`config.mk`:
```
export PLATFORM = sky130hd
export DESIGN_NAME = ejtag_dma_master_flat
export DESIGN_NICKNAME = d
export VERILOG_FILES = /design/src/rtl/ejtag_dma_pkg.sv /design/src/rtl/ejtag_dma_master_if.sv /design/src/rtl/ejtag_tgl_sync.sv /design/src/rtl/ejtag_dma_master.sv /design/src/flat_wrapper.sv
export SDC_FILE = /design/constraint.sdc
export NUM_CORES = 1
export LEC_CHECK = 0
export ABC_AREA = 1
export CORE_UTILIZATION = 46
export DETAILED_ROUTE_END_ITERATION = 10
export PLACE_DENSITY = 0.85
export SETUP_SLACK_MARGIN = 0.2
export SYNTH_ARGS = -nofsm -noshare
export SYNTH_HDL_FRONTEND = slang
export SYNTH_SLANG_ARGS = --single-unit
```
`constraint.sdc`:
```
create_clock -name CORE_CLOCK -period 3.66 [get_ports CORE_CLOCK]
set_clock_uncertainty 0.2 [all_clocks]
set_input_delay 1.098 -clock CORE_CLOCK [delete_from_list [all_inputs] [get_ports CORE_CLOCK]]
set_output_delay 1.098 -clock CORE_CLOCK [all_outputs]
set_load 0.01 [all_outputs]
```
`src/rtl/ejtag_dma_pkg.sv`:
```
// Shared types and lane helpers for the EJTAG DMA bus master.
package ejtag_dma_pkg;

    typedef enum logic [1:0] {
        SZ_BYTE = 2'd0,
        SZ_HALF = 2'd1,
        SZ_WORD = 2'd2,
        SZ_RSVD = 2'd3
    } dma_size_t;

    typedef enum logic [1:0] {
        IDLE  = 2'd0,
        ISSUE = 2'd1,
        DONE  = 2'd2
    } dma_state_t;

    // Reserved size and any access not aligned to its own size are refused.
    function automatic logic is_illegal(input logic [1:0] size, input logic [1:0] lo);
        case (size)
            SZ_BYTE: return 1'b0;
            SZ_HALF: return lo[0];
            SZ_WORD: return (lo != 2'b00);
            default: return 1'b1;
        endcase
    endfunction

    function automatic logic [3:0] gen_be(input logic [1:0] size, input logic [1:0] lo);
        case (size)
            SZ_BYTE: return 4'b0001 << lo;
            SZ_HALF: return lo[1] ? 4'b1100 : 4'b0011;
            SZ_WORD: return 4'b1111;
            default: return 4'b0000;
        endcase
    endfunction

    function automatic logic [31:0] rep_wdata(input logic [1:0] size, input logic [31:0] data);
        case (size)
            SZ_BYTE: return {4{data[7:0]}};
            SZ_HALF: return {2{data[15:0]}};
            default: return data;
        endcase
    endfunction

    // Selected lane is moved down to bit 0 and zero-extended.
    function automatic logic [31:0] read_lane(input logic [1:0] size, input logic [1:0] lo,
                                              input logic [31:0] rdata);
        logic [31:0] shifted;
        shifted = rdata >> {lo, 3'b000};
        case (size)
            SZ_BYTE: return {24'h0, shifted[7:0]};
            SZ_HALF: return {16'h0, shifted[15:0]};
            default: return rdata;
        endcase
    endfunction

endpackage

```
`src/rtl/ejtag_dma_master_if.sv`:
```
// Local-bus request/response signals between the DMA master and the bus.
interface ejtag_dma_master_if;
    logic        EJDM_BUSREQ;
    logic [31:0] EJDM_BUSADDR;
    logic [31:0] EJDM_BUSWDATA;
    logic [3:0]  EJDM_BUSBE;
    logic        EJDM_BUSRNW;
    logic        BUS_ACK;
    logic [31:0] BUS_RDATA;
    logic        BUS_ERR;

    modport master (
        output EJDM_BUSREQ, EJDM_BUSADDR, EJDM_BUSWDATA, EJDM_BUSBE, EJDM_BUSRNW,
        input  BUS_ACK, BUS_RDATA, BUS_ERR
    );

    modport slave (
        input  EJDM_BUSREQ, EJDM_BUSADDR, EJDM_BUSWDATA, EJDM_BUSBE, EJDM_BUSRNW,
        output BUS_ACK, BUS_RDATA, BUS_ERR
    );
endinterface

```
`src/rtl/ejtag_tgl_sync.sv`:
```
// Brings the JTAG-side request toggle into the core clock and flags an unserviced edge.
module ejtag_tgl_sync #(
    parameter int SYNC_STAGES = 2
) (
    input  logic CORE_CLOCK,
    input  logic RESET_D1_R,
    input  logic tgl_async,
    input  logic accept,
    output logic pending
);

    logic [SYNC_STAGES-1:0] sync_q;
    logic                   last_seen_q;

    // Accepting copies the synchronised level, so one toggle edge yields one access.
    always_ff @(posedge CORE_CLOCK) begin
        if (RESET_D1_R) begin
            sync_q      <= '0;
            last_seen_q <= 1'b0;
        end else begin
            sync_q <= {sync_q[SYNC_STAGES-2:0], tgl_async};
            if (accept) begin
                last_seen_q <= sync_q[SYNC_STAGES-1];
            end
        end
    end

    assign pending = sync_q[SYNC_STAGES-1] ^ last_seen_q;

endmodule

```
`src/rtl/ejtag_dma_master.sv`:
```
// Core-clock DMA master: turns one JTAG request toggle into one local-bus access
// and returns completion as a toggle with status and right-justified read data.
module ejtag_dma_master
    import ejtag_dma_pkg::*;
#(
    parameter int SYNC_STAGES = 2,
    parameter int TIMEOUT_W   = 8
) (
    input  logic        CORE_CLOCK,
    input  logic        RESET_D1_R,
    input  logic [31:0] EJDD_DATA,
    input  logic [31:0] EJDD_ADDR,
    input  logic        EJC_DMAREQ_TGL,
    input  logic        EJC_DMARNW,
    input  logic [1:0]  EJC_DMASIZE,
    output logic        EJDM_ACK_TGL,
    output logic        EJDM_ERR,
    output logic [31:0] LBC_EJDATA,
    output logic        LBC_EVAL,
    ejtag_dma_master_if.master bus
);

    localparam logic [TIMEOUT_W-1:0] TMO_MAX  = '1;
    localparam logic [TIMEOUT_W-1:0] TMO_LAST = {{(TIMEOUT_W-1){1'b1}}, 1'b0};

    dma_state_t           state;
    logic                 req_pending;
    logic                 accept;
    logic                 rnw_q;
    logic [1:0]           size_q;
    logic [1:0]           lo_q;
    logic [TIMEOUT_W-1:0] tmo_cnt;
    logic                 busreq_q;
    logic [31:0]          busaddr_q;
    logic [31:0]          buswdata_q;
    logic [3:0]           busbe_q;
    logic                 busrnw_q;

    assign accept = (state == IDLE) && req_pending;

    ejtag_tgl_sync #(
        .SYNC_STAGES (SYNC_STAGES)
    ) u_tgl_sync (
        .CORE_CLOCK (CORE_CLOCK),
        .RESET_D1_R (RESET_D1_R),
        .tgl_async  (EJC_DMAREQ_TGL),
        .accept     (accept),
        .pending    (req_pending)
    );

    // Ending one cycle before the counter saturates gives exactly 2**TIMEOUT_W-1 request cycles.
    always_ff @(posedge CORE_CLOCK) begin
        if (RESET_D1_R) begin
            state        <= IDLE;
            rnw_q        <= 1'b0;
            size_q       <= 2'b00;
            lo_q         <= 2'b00;
            tmo_cnt      <= '0;
            busreq_q     <= 1'b0;
            busaddr_q    <= '0;
            buswdata_q   <= '0;
            busbe_q      <= '0;
            busrnw_q     <= 1'b0;
            EJDM_ACK_TGL <= 1'b0;
            EJDM_ERR     <= 1'b0;
            LBC_EJDATA   <= '0;
            LBC_EVAL     <= 1'b0;
        end else begin
            LBC_EVAL <= 1'b0;
            case (state)
                IDLE: begin
                    if (req_pending) begin
                        rnw_q      <= EJC_DMARNW;
                        size_q     <= EJC_DMASIZE;
                        lo_q       <= EJDD_ADDR[1:0];
                        tmo_cnt    <= '0;
                        busaddr_q  <= {EJDD_ADDR[31:2], 2'b00};
                        buswdata_q <= rep_wdata(EJC_DMASIZE, EJDD_DATA);
                        busbe_q    <= gen_be(EJC_DMASIZE, EJDD_ADDR[1:0]);
                        busrnw_q   <= EJC_DMARNW;
                        if (is_illegal(EJC_DMASIZE, EJDD_ADDR[1:0])) begin
                            state        <= DONE;
                            EJDM_ERR     <= 1'b1;
                            EJDM_ACK_TGL <= ~EJDM_ACK_TGL;
                        end else begin
                            state    <= ISSUE;
                            EJDM_ERR <= 1'b0;
                            busreq_q <= 1'b1;
                        end
                    end
                end
                ISSUE: begin
                    if (tmo_cnt != TMO_MAX) begin
                        tmo_cnt <= tmo_cnt + 1'b1;
                    end
                    if (bus.BUS_ACK) begin
                        state        <= DONE;
                        busreq_q     <= 1'b0;
                        EJDM_ACK_TGL <= ~EJDM_ACK_TGL;
                        EJDM_ERR     <= bus.BUS_ERR;
                        if (rnw_q && !bus.BUS_ERR) begin
                            LBC_EVAL   <= 1'b1;
                            LBC_EJDATA <= read_lane(size_q, lo_q, bus.BUS_RDATA);
                        end
                    end else if (tmo_cnt == TMO_LAST) begin
                        state        <= DONE;
                        busreq_q     <= 1'b0;
                        EJDM_ACK_TGL <= ~EJDM_ACK_TGL;
                        EJDM_ERR     <= 1'b1;
                    end
                end
                DONE: begin
                    state <= IDLE;
                end
                default: begin
                    state    <= IDLE;
                    busreq_q <= 1'b0;
                end
            endcase
        end
    end

    assign bus.EJDM_BUSREQ   = busreq_q;
    assign bus.EJDM_BUSADDR  = busaddr_q;
    assign bus.EJDM_BUSWDATA = buswdata_q;
    assign bus.EJDM_BUSBE    = busbe_q;
    assign bus.EJDM_BUSRNW   = busrnw_q;

endmodule

```
`src/flat_wrapper.sv`:
```
// flat-port wrapper written by rule: the top's interface ports become plain ports
module ejtag_dma_master_flat import ejtag_dma_pkg::*;
#(
    parameter int SYNC_STAGES = 2,
    parameter int TIMEOUT_W   = 8
)
  (CORE_CLOCK, RESET_D1_R, EJDD_DATA, EJDD_ADDR, EJC_DMAREQ_TGL, EJC_DMARNW, EJC_DMASIZE, EJDM_ACK_TGL, EJDM_ERR, LBC_EJDATA, LBC_EVAL, bus_EJDM_BUSREQ, bus_EJDM_BUSADDR, bus_EJDM_BUSWDATA, bus_EJDM_BUSBE, bus_EJDM_BUSRNW, bus_BUS_ACK, bus_BUS_RDATA, bus_BUS_ERR);
  ejtag_dma_master_if bus_i ();
  input  logic CORE_CLOCK;
  input  logic RESET_D1_R;
  input  logic [31:0] EJDD_DATA;
  input  logic [31:0] EJDD_ADDR;
  input  logic EJC_DMAREQ_TGL;
  input  logic EJC_DMARNW;
  input  logic [1:0] EJC_DMASIZE;
  output logic EJDM_ACK_TGL;
  output logic EJDM_ERR;
  output logic [31:0] LBC_EJDATA;
  output logic LBC_EVAL;
  output wire logic [$bits(bus_i.EJDM_BUSREQ)-1:0] bus_EJDM_BUSREQ;
  output wire logic [$bits(bus_i.EJDM_BUSADDR)-1:0] bus_EJDM_BUSADDR;
  output wire logic [$bits(bus_i.EJDM_BUSWDATA)-1:0] bus_EJDM_BUSWDATA;
  output wire logic [$bits(bus_i.EJDM_BUSBE)-1:0] bus_EJDM_BUSBE;
  output wire logic [$bits(bus_i.EJDM_BUSRNW)-1:0] bus_EJDM_BUSRNW;
  input wire logic [$bits(bus_i.BUS_ACK)-1:0] bus_BUS_ACK;
  input wire logic [$bits(bus_i.BUS_RDATA)-1:0] bus_BUS_RDATA;
  input wire logic [$bits(bus_i.BUS_ERR)-1:0] bus_BUS_ERR;
  assign bus_EJDM_BUSREQ = bus_i.EJDM_BUSREQ;
  assign bus_EJDM_BUSADDR = bus_i.EJDM_BUSADDR;
  assign bus_EJDM_BUSWDATA = bus_i.EJDM_BUSWDATA;
  assign bus_EJDM_BUSBE = bus_i.EJDM_BUSBE;
  assign bus_EJDM_BUSRNW = bus_i.EJDM_BUSRNW;
  assign bus_i.BUS_ACK = bus_BUS_ACK;
  assign bus_i.BUS_RDATA = bus_BUS_RDATA;
  assign bus_i.BUS_ERR = bus_BUS_ERR;
  ejtag_dma_master #(.SYNC_STAGES(SYNC_STAGES), .TIMEOUT_W(TIMEOUT_W)) u_core (.CORE_CLOCK(CORE_CLOCK), .RESET_D1_R(RESET_D1_R), .EJDD_DATA(EJDD_DATA), .EJDD_ADDR(EJDD_ADDR), .EJC_DMAREQ_TGL(EJC_DMAREQ_TGL), .EJC_DMARNW(EJC_DMARNW), .EJC_DMASIZE(EJC_DMASIZE), .EJDM_ACK_TGL(EJDM_ACK_TGL), .EJDM_ERR(EJDM_ERR), .LBC_EJDATA(LBC_EJDATA), .LBC_EVAL(LBC_EVAL), .bus(bus_i));
endmodule
```
==> qor.yml <==
worstSetupEndpoint: "bus_EJDM_BUSRNW"
io_pins: 209
r2r_end: "u_core.bus.EJDM_BUSWDATA[13]"
htreeDepth: 4
grt_overflow_total: 0
die_h_um: 107.2
cts_tree: "built"
synth_xor_xnor_area_share_pct: 0
dp_hpwl_um: 11150
wirelength_um: 15780
pwr_density_cell_mw_per_mm2: 503.5
avgSynthCellArea_um2: 7.730
yosys_most_used_dff: "dfxtp_1"
clk_latency_ns: 0.52
cts_root_buf: "clkbuf_8"
yosysWarnings: 0
cp_cell_sequence: "clkdlybuf4s50_1"
tightest_slew_ns: 0.8966
crit_fanout: 3
p_leak_nw: 3.076
drt_iter0_drc: 424
ys_seq_area_share_pct: 47.23
hp-class: "flop to flop"
synth-edff-count: 0
startpoint_type: "flop"
slowest_stage: "clkdlybuf4s50_1"
numCtsBuffers: 17
die_w_um: 107.2
die_area_mm2: 0.01148
max_freq_ghz: 0.3616
grt_use_met2_pct: 45.39
crit_type: "flop to output pin"
fin_crit_sh_pct: 75.57
vias_per_cell: 5.463
path_buf_inv: 1
final_nets: 956
synth_top_family_by_area: "compound AO/OA/AOI/OAI gates"
grt_pass1_wl_um: 24970
grtUsageMet1_pct: 33.02
grt_pass1_vias: 5217
cp_top_family: "buffers and inverters"
ys_async_sr_fraction_pct: 0
cp.arrival_ns: 1.47
r2r-start: "u_core.state[0]"
place_congestion: 0.9562
grt_util_met3_pct: 8.328
final-hold-violation-count: 0
start_util_pct: 47.12
synth_fa_ha_area_share_pct: 0.4920
crit_path_end_kind: "output pin"
rsz0062_at_grt: "false"
reg2regPathDepth: 6
violations: "design-rule violations"
ys_types: 30
slew_viol_final: 0
final_cell_mix: "clkdlybuf4s50_1, nand2_1, dfxtp_1"
setup_viol: 0
drc_errors: 1
grt_max_degree: 70
wl_per_cell_um: 15.73
cp.depth: 1
cts_setup_buffers: 0
path_clk_slew_ns: 0.06
setup_tns_ns: 0
max_stage_delay_ns: 0.58
cts_buffer_depth: 2
antenna_found_initial: 0
fin_total_pwr_mw: 3.906
cap_viol_max_count: 0
grt_busiest_layer: "met2"
final_util_pct: 71.89
diodes: 0
core_area_mm2: 0.01079
cts_sinks: 120
slew_headroom_pct: 40.16
yosys-mux-area-fraction_pct: 0
status: "complete, but fails checks"
drive_gt1_share_pct: 6.373
critPathLaunch: "u_core.bus.EJDM_BUSRNW"
ant_nets: 0
synthCells: 658
num_vias: 5479
grt_usage_pct: 27.88
synth_compound_area_share_pct: 26.10
rows: 38
cts-resized-gates: 0
area_growth_pct: 52.55
finalCriticalPeriod_ns: 2.766
synth-seq-cells: 120
final_common_cell: "clkdlybuf4s50_1"
ir_drop_v: 0.0003513
synthSimpleGateAreaFrac_pct: 18.60
port_buffers: 206
cts_hold_buf: 0
worst-endpoint-required_ns: 2.36
syn_area_mm2: 0.005086
firstDrtPassIters: 8
reg2reg_slack_ns: 1.44
==> flip-flops by register name (all words and copies together) (netlist names), 2 cells and up <==
name	cells
u_core.u_tgl_sync.sync_q	2
u_core.state	2
u_core.bus.EJDM_BUSWDATA	32
u_core.LBC_EJDATA	32
u_core.size_q	2
u_core.tmo_cnt	8
u_core.bus.EJDM_BUSBE	4
u_core.bus.EJDM_BUSADDR	30
u_core.lo_q	2
==> cell type report <==
cell class	instances	area, um2
flip-flops and latches	120	2402
well taps	140	175.2
fillers	823	3034
repair buffers	215	2142
clock inverters	10	102.6
clock buffers	22	442.9
inverters	50	187.7
multi-input cells	446	2306
==> cell families (layout without fill, tap and decap cells) <==
logic type / after synthesis / count (layout)
AOI/OAI and AO/OA: 219 / 219
adders and majority gates: 2 / 2
buffers and inverters: 93 / 297
DFF: 120 / 120
other: 1 / 2
and+or+nand+nor: 223 / 223
==> Yosys cell counts (2+ instances only) <==
| cell type | number | area [um2] |
|---|---|---|
| a31oi_1 | 5 | 31.28 |
| o211ai_1 | 9 | 67.56 |
| a22o_1 | 32 | 280.3 |
| buf_2 | 16 | 80.08 |
| nand3_1 | 50 | 250.2 |
| clkinv_1 | 2 | 7.510 |
| inv_1 | 45 | 168.9 |
| o21ai_0 | 90 | 450.4 |
| inv_2 | 3 | 11.26 |
| nor2_1 | 25 | 93.84 |
| buf_4 | 3 | 22.52 |
| nand2_2 | 2 | 12.51 |
| dfxtp_1 | 120 | 2402 |
| o31ai_2 | 8 | 100.1 |
| o21bai_1 | 2 | 15.01 |
| nand4_1 | 4 | 25.02 |
| o31ai_1 | 7 | 52.55 |
| ha_1 | 2 | 25.02 |
| a21oi_1 | 65 | 325.3 |
| nand2_1 | 135 | 506.7 |
| clkbuf_1 | 23 | 86.33 |
| nor2_2 | 2 | 12.51 |
==> per-layer routing <==
| metal | share of wire, % | up-vias |
|---|---|---|
| li1 | - | 2648 |
| met1 | 41 | 2477 |
| met2 | 46 | 305 |
| met3 | 9.2 | 49 |
| met4 | 3.5 | 0 |
| met5 | 0 | - |
==> stage by stage <==
stage / std cells / setup WS [ns] / hold WS [ns] / cell area (um2)
final: 1003 / 0.8942 / 0.2020 / 7759
after global routing: 1003 / 0.8273 / 0.2213 / 7759
after CTS: 1003 / 0.8629 / 0.2031 / 7759
after detailed placement: 971 / 0.5377 / 0.1954 / 7213
after global placement: 971 / 0.5953 / 0.1971 / 7213
after floorplan: 659 / 1.314 / 0.1883 / 5090
==> worst min path at each step <==
stage	startpoint	end	slack [ns]	depth (start not counted)
6_report	u_core.u_tgl_sync.sync_q[0]	u_core.u_tgl_sync.sync_q[1]	0.20	2
5_1_grt	u_core.u_tgl_sync.sync_q[0]	u_core.u_tgl_sync.sync_q[1]	0.22	2
4_1_cts	u_core.u_tgl_sync.sync_q[0]	u_core.u_tgl_sync.sync_q[1]	0.20	2
3_5_place_dp	u_core.u_tgl_sync.sync_q[0]	u_core.u_tgl_sync.sync_q[1]	0.20	2
3_3_place_gp	u_core.u_tgl_sync.sync_q[0]	u_core.u_tgl_sync.sync_q[1]	0.20	2
2_1_floorplan	u_core.u_tgl_sync.sync_q[0]	u_core.u_tgl_sync.sync_q[1]	0.19	2
==> power by group <==
group          internal (mW)  switching, mW  total (mW)
combinational          0.415          0.438       0.853
clock                  0.976          0.562        1.54
sequential              1.43         0.0808        1.52
Note: power is estimated with default switching activity, not from simulation.
